**config.mk**
```make
export PLATFORM = sky130hd
export DESIGN_NAME = equal_block
export DESIGN_NICKNAME = d
export VERILOG_FILES = /design/src/rtl/equal_block.sv
export SDC_FILE = /design/constraint.sdc
export NUM_CORES = 1
export LEC_CHECK = 0
export CAP_MARGIN = 20
export CORE_MARGIN = 3
export CORE_UTILIZATION = 64
export CTS_BUF_LIST = sky130_fd_sc_hd__clkbuf_4 sky130_fd_sc_hd__clkbuf_8
export DETAILED_ROUTE_END_ITERATION = 12
export GPL_ROUTABILITY_DRIVEN = 0
export PLACE_DENSITY = 0.95
export SYNTH_ARGS = -nofsm -noshare
export SYNTH_HDL_FRONTEND = slang
export SYNTH_SLANG_ARGS = --single-unit
```
**constraint.sdc**
```tcl
create_clock -name clk -period 8.86 [get_ports clk]
set_input_delay 1.329 -clock clk [delete_from_list [all_inputs] [get_ports clk]]
set_output_delay 1.329 -clock clk [all_outputs]
set_load 0.1 [all_outputs]
```
**src/rtl/equal_block.sv**
```systemverilog
// Purpose: Nock opcode 5 unit; walks two nouns in lockstep with a pair stack, writes loobean in place.
// Latency: 7 cycles start->finished for equal root atoms on a 1-cycle memory; ~3 cycles + memory wait per popped pair.
// Backpressure: requests issue only while mem_ready=1; each W_* state stalls until mem_ready returns after the strobe.
//
// Ports: clk/rst (sync, active-high); eq_start mux select; module_address = opcode cell from traversal;
// memory side mem_ready/mem_execute/mem_func/address1/address2/read_data1/read_data2/write_data;
// results eq_address/eq_data/finished/eq_return_sys_func/eq_return_state/eq_error. free_addr unused.
module equal_block #(
    parameter logic [2:0] SEL_ID       = 3'd4,
    parameter int         ADDR_W       = 10,
    parameter int         VAL_W        = 10,
    parameter int         TAG_W        = 4,
    parameter int         DATA_W       = TAG_W + 2 * VAL_W,
    parameter int         STACK_DEPTH  = 16,
    parameter logic [3:0] RET_SYS_FUNC = 4'd1,
    parameter logic [3:0] RET_STATE    = 4'd0
) (
    input  logic              clk,
    input  logic              rst,
    input  logic [2:0]        eq_start,
    input  logic [ADDR_W-1:0] module_address,
    output logic [ADDR_W-1:0] eq_address,
    output logic [DATA_W-1:0] eq_data,
    input  logic              mem_ready,
    output logic              mem_execute,
    output logic [1:0]        mem_func,
    output logic [ADDR_W-1:0] address1,
    output logic [ADDR_W-1:0] address2,
    input  logic [ADDR_W-1:0] free_addr,
    input  logic [DATA_W-1:0] read_data1,
    input  logic [DATA_W-1:0] read_data2,
    output logic [DATA_W-1:0] write_data,
    output logic              finished,
    output logic [3:0]        eq_return_sys_func,
    output logic [3:0]        eq_return_state,
    output logic [TAG_W-1:0]  eq_error
);

    localparam int IDX_W = (STACK_DEPTH > 1) ? $clog2(STACK_DEPTH) : 1;
    localparam int SP_W  = $clog2(STACK_DEPTH + 1);

    typedef enum logic [3:0] {
        IDLE, RD_ROOT, W_ROOT, CMP, RD_PAIR, W_PAIR, WR, W_WR, DONE, ERR
    } state_t;

    typedef enum logic [1:0] {F_EQ, F_NE, F_PUSH} fres_t;

    state_t            state;
    logic [DATA_W-1:0] wa;          // current left word (root word in root mode)
    logic [DATA_W-1:0] wb;          // current right word
    logic              root_mode;   // wa holds the root cell: compare its hed against its tail
    logic              phase;       // second cycle of a double push (head pair)
    logic              result;      // 0 = equal (yes), 1 = not equal (no)
    logic [SP_W-1:0]   sp;
    logic [ADDR_W-1:0] stk_a [STACK_DEPTH];
    logic [ADDR_W-1:0] stk_b [STACK_DEPTH];

    // Classify one field pair: pointer flag mismatch or differing atoms end the walk,
    // identical pointers are trivially equal, differing pointers need a deeper look.
    function automatic fres_t classify(input logic pa, input logic [VAL_W-1:0] va,
                                       input logic pb, input logic [VAL_W-1:0] vb);
        if (pa != pb)     return F_NE;
        else if (va == vb) return F_EQ;
        else if (pa)      return F_PUSH;
        else              return F_NE;
    endfunction

    fres_t             h_res, t_res;
    logic [ADDR_W-1:0] h_a, h_b, t_a, t_b;
    logic              any_ne, need_h, need_t, stack_full;
    logic [IDX_W-1:0]  push_idx, top_idx;
    logic [DATA_W-1:0] wr_word;

    always_comb begin
        h_res = F_EQ;
        t_res = F_EQ;
        h_a   = ADDR_W'(wa[2*VAL_W-1 -: VAL_W]);
        h_b   = ADDR_W'(wb[2*VAL_W-1 -: VAL_W]);
        t_a   = ADDR_W'(wa[VAL_W-1:0]);
        t_b   = ADDR_W'(wb[VAL_W-1:0]);
        if (root_mode) begin
            // The root cell's own hed and tail are the first pair.
            h_res = classify(wa[DATA_W-TAG_W+1], wa[2*VAL_W-1 -: VAL_W],
                             wa[DATA_W-TAG_W],   wa[VAL_W-1:0]);
            h_b   = ADDR_W'(wa[VAL_W-1:0]);
        end else begin
            h_res = classify(wa[DATA_W-TAG_W+1], wa[2*VAL_W-1 -: VAL_W],
                             wb[DATA_W-TAG_W+1], wb[2*VAL_W-1 -: VAL_W]);
            t_res = classify(wa[DATA_W-TAG_W],   wa[VAL_W-1:0],
                             wb[DATA_W-TAG_W],   wb[VAL_W-1:0]);
        end
        any_ne     = (h_res == F_NE) || (t_res == F_NE);
        need_h     = (h_res == F_PUSH);
        need_t     = (t_res == F_PUSH);
        stack_full = (sp == SP_W'(STACK_DEPTH));
        push_idx   = IDX_W'(sp);
        top_idx    = IDX_W'(sp - 1'b1);
        wr_word    = {{TAG_W{1'b0}}, {{(VAL_W-1){1'b0}}, result}, {VAL_W{1'b0}}};
    end

    logic unused_bits;
    assign unused_bits = ^{free_addr, wa[DATA_W-1:DATA_W-TAG_W+2], wb[DATA_W-1:DATA_W-TAG_W+2]};

    always_ff @(posedge clk) begin
        if (rst) begin
            state              <= IDLE;
            wa                 <= '0;
            wb                 <= '0;
            root_mode          <= 1'b0;
            phase              <= 1'b0;
            result             <= 1'b0;
            sp                 <= '0;
            eq_address         <= '0;
            eq_data            <= '0;
            mem_execute        <= 1'b0;
            mem_func           <= 2'b00;
            address1           <= '0;
            address2           <= '0;
            write_data         <= '0;
            finished           <= 1'b0;
            eq_return_sys_func <= 4'd0;
            eq_return_state    <= 4'd0;
            eq_error           <= '0;
        end else begin
            mem_execute <= 1'b0;
            finished    <= 1'b0;
            case (state)
                IDLE: begin
                    if (eq_start == SEL_ID) begin
                        eq_address         <= module_address;
                        sp                 <= '0;
                        eq_error           <= '0;
                        eq_return_sys_func <= 4'd0;
                        eq_return_state    <= 4'd0;
                        state              <= RD_ROOT;
                    end
                end
                RD_ROOT: begin
                    if (mem_ready) begin
                        address1    <= eq_address;
                        address2    <= eq_address;
                        mem_func    <= 2'b00;
                        mem_execute <= 1'b1;
                        state       <= W_ROOT;
                    end
                end
                W_ROOT, W_PAIR: begin
                    // mem_execute still high means this is the strobe cycle itself.
                    if (!mem_execute && mem_ready) begin
                        wa        <= read_data1;
                        wb        <= read_data2;
                        root_mode <= (state == W_ROOT);
                        phase     <= 1'b0;
                        state     <= CMP;
                    end
                end
                CMP: begin
                    if (phase) begin
                        // Second half of a double push: head pair goes on top.
                        phase <= 1'b0;
                        if (stack_full) begin
                            state <= ERR;
                        end else begin
                            stk_a[push_idx] <= h_a;
                            stk_b[push_idx] <= h_b;
                            sp              <= sp + 1'b1;
                            state           <= RD_PAIR;
                        end
                    end else if (any_ne) begin
                        result <= 1'b1;
                        state  <= WR;
                    end else if (need_t || need_h) begin
                        if (stack_full) begin
                            state <= ERR;
                        end else begin
                            stk_a[push_idx] <= need_t ? t_a : h_a;
                            stk_b[push_idx] <= need_t ? t_b : h_b;
                            sp              <= sp + 1'b1;
                            if (need_t && need_h) phase <= 1'b1;
                            else                  state <= RD_PAIR;
                        end
                    end else if (sp == '0) begin
                        result <= 1'b0;
                        state  <= WR;
                    end else begin
                        state <= RD_PAIR;
                    end
                    if (state == CMP && !phase && !any_ne && (need_t || need_h) && stack_full) begin
                        state <= ERR;
                    end
                end
                RD_PAIR: begin
                    if (mem_ready) begin
                        address1    <= stk_a[top_idx];
                        address2    <= stk_b[top_idx];
                        sp          <= sp - 1'b1;
                        mem_func    <= 2'b00;
                        mem_execute <= 1'b1;
                        state       <= W_PAIR;
                    end
                end
                WR: begin
                    if (mem_ready) begin
                        address1    <= eq_address;
                        write_data  <= wr_word;
                        eq_data     <= wr_word;
                        mem_func    <= 2'b01;
                        mem_execute <= 1'b1;
                        state       <= W_WR;
                    end
                end
                W_WR: begin
                    if (!mem_execute && mem_ready) begin
                        finished           <= 1'b1;
                        eq_return_sys_func <= RET_SYS_FUNC;
                        eq_return_state    <= RET_STATE;
                        state              <= DONE;
                    end
                end
                DONE: begin
                    state <= IDLE;
                end
                ERR: begin
                    // Entered from CMP: report overflow once, no write-back.
                    if (eq_error == '0) begin
                        eq_error           <= TAG_W'(1);
                        finished           <= 1'b1;
                        eq_return_sys_func <= RET_SYS_FUNC;
                        eq_return_state    <= RET_STATE;
                    end else begin
                        state <= IDLE;
                    end
                end
                default: state <= IDLE;
            endcase
        end
    end

endmodule

```
==> key figures <==
Clocking
  • CTS H-tree lvls: 2
  • # clock sinks: 412
  • Cts bufs inserted: 61
  • Resize count post-CTS: 0
  • Root Driver: clkbuf_8
  • Clock buffer depth: 3
  • Clock-pin slew on the worst setup and hold paths: 0.08 ns
  • Worst-Skew Late Latency: 0.61 ns
  • CTS tree: yes
  • Hold buffers post-CTS: 0
  • # Post-CTS Setup Buffers: 0

Outcome
  • Status: completed

Synthesis
  • Largest family of logic cells by synthesized area: multiplexers
  • FFs w/ async S/R, synth: 0%
  • Avg Cell Area, Syn: 15.5 um^2
  • Distinct cells, synth: 50
  • Complex-gate fraction of the synthesized area: 4.22%
  • Post-synthesis cell area: 0.0172 mm^2
  • Number of synthesized flops with an enable pin: 320
  • Post-synthesis instance total: 1109
  • Xor/xnor share of the synthesized area: 1.68%
  • Post-synthesis adder-cell area fraction: 0.364%
  • Mux cell area share after synthesis: 16.4%
  • Ys flop type: edfxtp_1
  • FF+latch count, synth: 412
  • Register area share after synthesis: 66.6%
  • Yosys warnings: 0
  • Simple-Gate Fraction of Synth Area: 6.54%

STA
  • Worst-Margin Slew: 1.12 ns
  • F_max: 218 MHz
  • Final Cycle Share: 51.8%
  • Relative slew margins: 25.2%
  • Pins over their slew limit: 0
  • Setup TNS: 0 ns
  • Unrepaired setup endpoints after global routing: no
  • Count of final hold-check violations: 0
  • Fin crit period: 4.59 ns
  • Clock skew: 0.0334 ns
  • Final setup vio count: 0

Setup path
  • CP endpoint: stk_a[10][5]
  • FF-to-FF End: stk_a[10][5]
  • R2r setup slk: 4.27 ns
  • Crit path capture type: register
  • Worst setup path start: wb[1]
  • Startpoint types: register
  • Reg2reg start: wb[1]
  • Critical path data required time: 9.12 ns
  • Register-to-Register Path Depth: 9
  • WP data arrival: 4.85 ns
  • CP Class: reg2reg
  • Crit-path max FO: 16

Power and ir drop
  • Leak Pwr: 6.78 nW
  • Pwr Density: 232 mW/mm^2
  • Total power: 4.60 mW
  • Worst VDD drop: 113 uV

Routing
  • Drt pass-1 iters: 9
  • DR iter-0 viols: 1366
  • Detailed Route WL: 43.0 mm
  • Post-route ant nets: 0
  • Drt via density: 6.62
  • DR DRC count: 0
  • Vias: 10700
  • Average wire per standard cell: 26.6 um

Placed design
  • DP Area: 0.0185 mm^2
  • Port bufs: 96
  • Post-DP HPWL: 26.8 mm
  • Placed Instances: 1505

Finish
  • Final nets: 1313
  • Final Non-Filler Cells: 1618
  • Post-layout util: 75.7%
  • Layout Area Growth over Synthesis: 15.3%
  • Final Cell Area: 0.0198 mm^2
  • Antenna diodes: 0
  • Share of cells above drive strength 1: 23.3%

Die
  • Starting Density: 65.7%
  • Core area: 0.0262 mm^2
  • Die ar.: 0.0289 mm^2
  • Die X-Extent: 170 um
  • Rows: 59
  • I/O pins: 168
  • Die height: 170 um

GRT
  • Initial antenna violation count: 0
  • First-pass GRT wire length: 64.0 mm
  • Vias in the first global route: 10600
  • Total grt overflow: 0
  • GRT Total Usage: 30.0%
  • Largest net degree at the start of global routing: 69

Min path
  • Worst Hold Class: reg2reg
  • Startpoint of the worst hold path: eq_return_sys_func[0]

Flow run
  • Max Cap Viol: 0
[metrics by stage]
step	worst slack, ns	hold WS (ns)
finish	4.27	0.474
global route	4.18	0.493
CTS	4.33	0.472
detailed placement	4.40	0.464
global placement	4.40	0.447
floorplan	4.40	0.458
[critical path, stage by stage (launching register included)]
cell and delay, ns:
dfxtp_1 0.35, xor2_1 0.18, nor4_1 0.53, nand4_1 0.18
a32o_1 0.30, o31ai_1 0.54, nand2_1 0.66, nor4_2 0.85
buf_4 0.29, buf_4 0.32
[state kept, by name, summed over array words and instances, names as in the netlist, 4 cells and up]
name / flops
state: 4
eq_address: 10
wb: 22
sp: 5
address2: 10
stk_b: 160
wa: 22
address1: 10
stk_a: 160
[worst min-delay path by stage]
stage                             to  slack (ns)  cells after the start
3_3_place_gp   eq_return_sys_func[0]        0.45                      2
3_5_place_dp   eq_return_sys_func[0]        0.46                      2
4_1_cts        eq_return_sys_func[0]        0.47                      2
2_1_floorplan                 wb[10]        0.46                      2
5_1_grt        eq_return_sys_func[0]        0.49                      2
6_report       eq_return_sys_func[0]        0.47                      2
[area by class of cell]
type / count / area, um^2
clock buffers: 91 / 1170
repair buffers: 130 / 1210
inverters: 8 / 30.0
multi-input cells: 621 / 5380
clock inverters: 21 / 165
flip-flops and latches: 412 / 11500
well taps: 335 / 419
fillers: 1344 / 6370
[layer usage]
layer	up-vias	global-route usage, %	part of all wire [%]	wire length [um]
met5	-	0	0	0
met4	0	13.2	4.3	1860
met3	171	6.36	12	5140
met2	913	48.6	49	21000
met1	5223	40.0	35	15100
li1	4407	-	-	-
[cells in the final DEF, fill, tap and decap left out, types with 4 or more instances in the layout]
cell and n:
nor3_2 5, clkinv_2 16, conb_1 57, mux2i_1 22, edfxtp_1 320, o21ai_0 4, nor4_2 8, xor2_1 30
nor4b_2 4, nor3_1 6, nor2_1 63, inv_1 8, clkbuf_4 13, a21oi_1 62, ha_1 4, mux2_2 27
buf_4 35, nor4_1 8, a311oi_1 12, clkdlybuf4s50_1 95, dfxtp_1 91, a211oi_1 12, mux4_2 100, clkbuf_8 78
nand2_1 132, nand3_1 9, nand4_1 6, nand2b_1 4
[Yosys cell counts (all sizes together) (2+ instances only)]
master	n	area, um^2
edfxtp	320	9610
nor4	16	100
a211oi	12	90.1
clkbuf	53	199
o32ai	2	17.5
a2111oi	3	26.3
o21ai	4	20.0
nand2	132	495
mux2i	22	220
and2	3	18.8
buf	71	493
xnor2	3	26.3
or4	2	15.0
a311oi	12	105
o31a	2	17.5
nor3	11	55.1
a22oi	3	22.5
inv	8	30.0
nor2b	2	12.5
nor4b	5	43.8
dfxtp	92	1840
or2	2	12.5
nand4	6	37.5
xor2	30	263
nand3	9	45.0
nor2	63	236
and3	2	12.5
a21oi	62	310
a41oi	3	26.3
mux2	31	353
ha	5	62.6
mux4	100	2250
nand2b	4	25.0
o31ai	2	15.0
[power breakdown]
| part | internal (mW) | total [mW] | switching [mW] |
|---|---|---|---|
| Combinational | 0.203 | 0.761 | 0.559 |
| Clock | 0.907 | 1.63 | 0.722 |
| Sequential | 2.13 | 2.21 | 0.0712 |
| Total | 3.24 | 4.60 | 1.35 |
[cells by family (layout without fill, tap and decap cells)]
logic type                 after synthesis  count (layout)
adders and majority gates                5               5
buffers and inverters                  132             250
xor gates and xnor gates                33              33
DFF                                    412             412
AOI/OAI and AO/OA                      114             114
other                                    1              57
muxes                                  153             153
and+or+nand+nor                        259             259
Note: power is estimated with default switching activity, not from simulation.
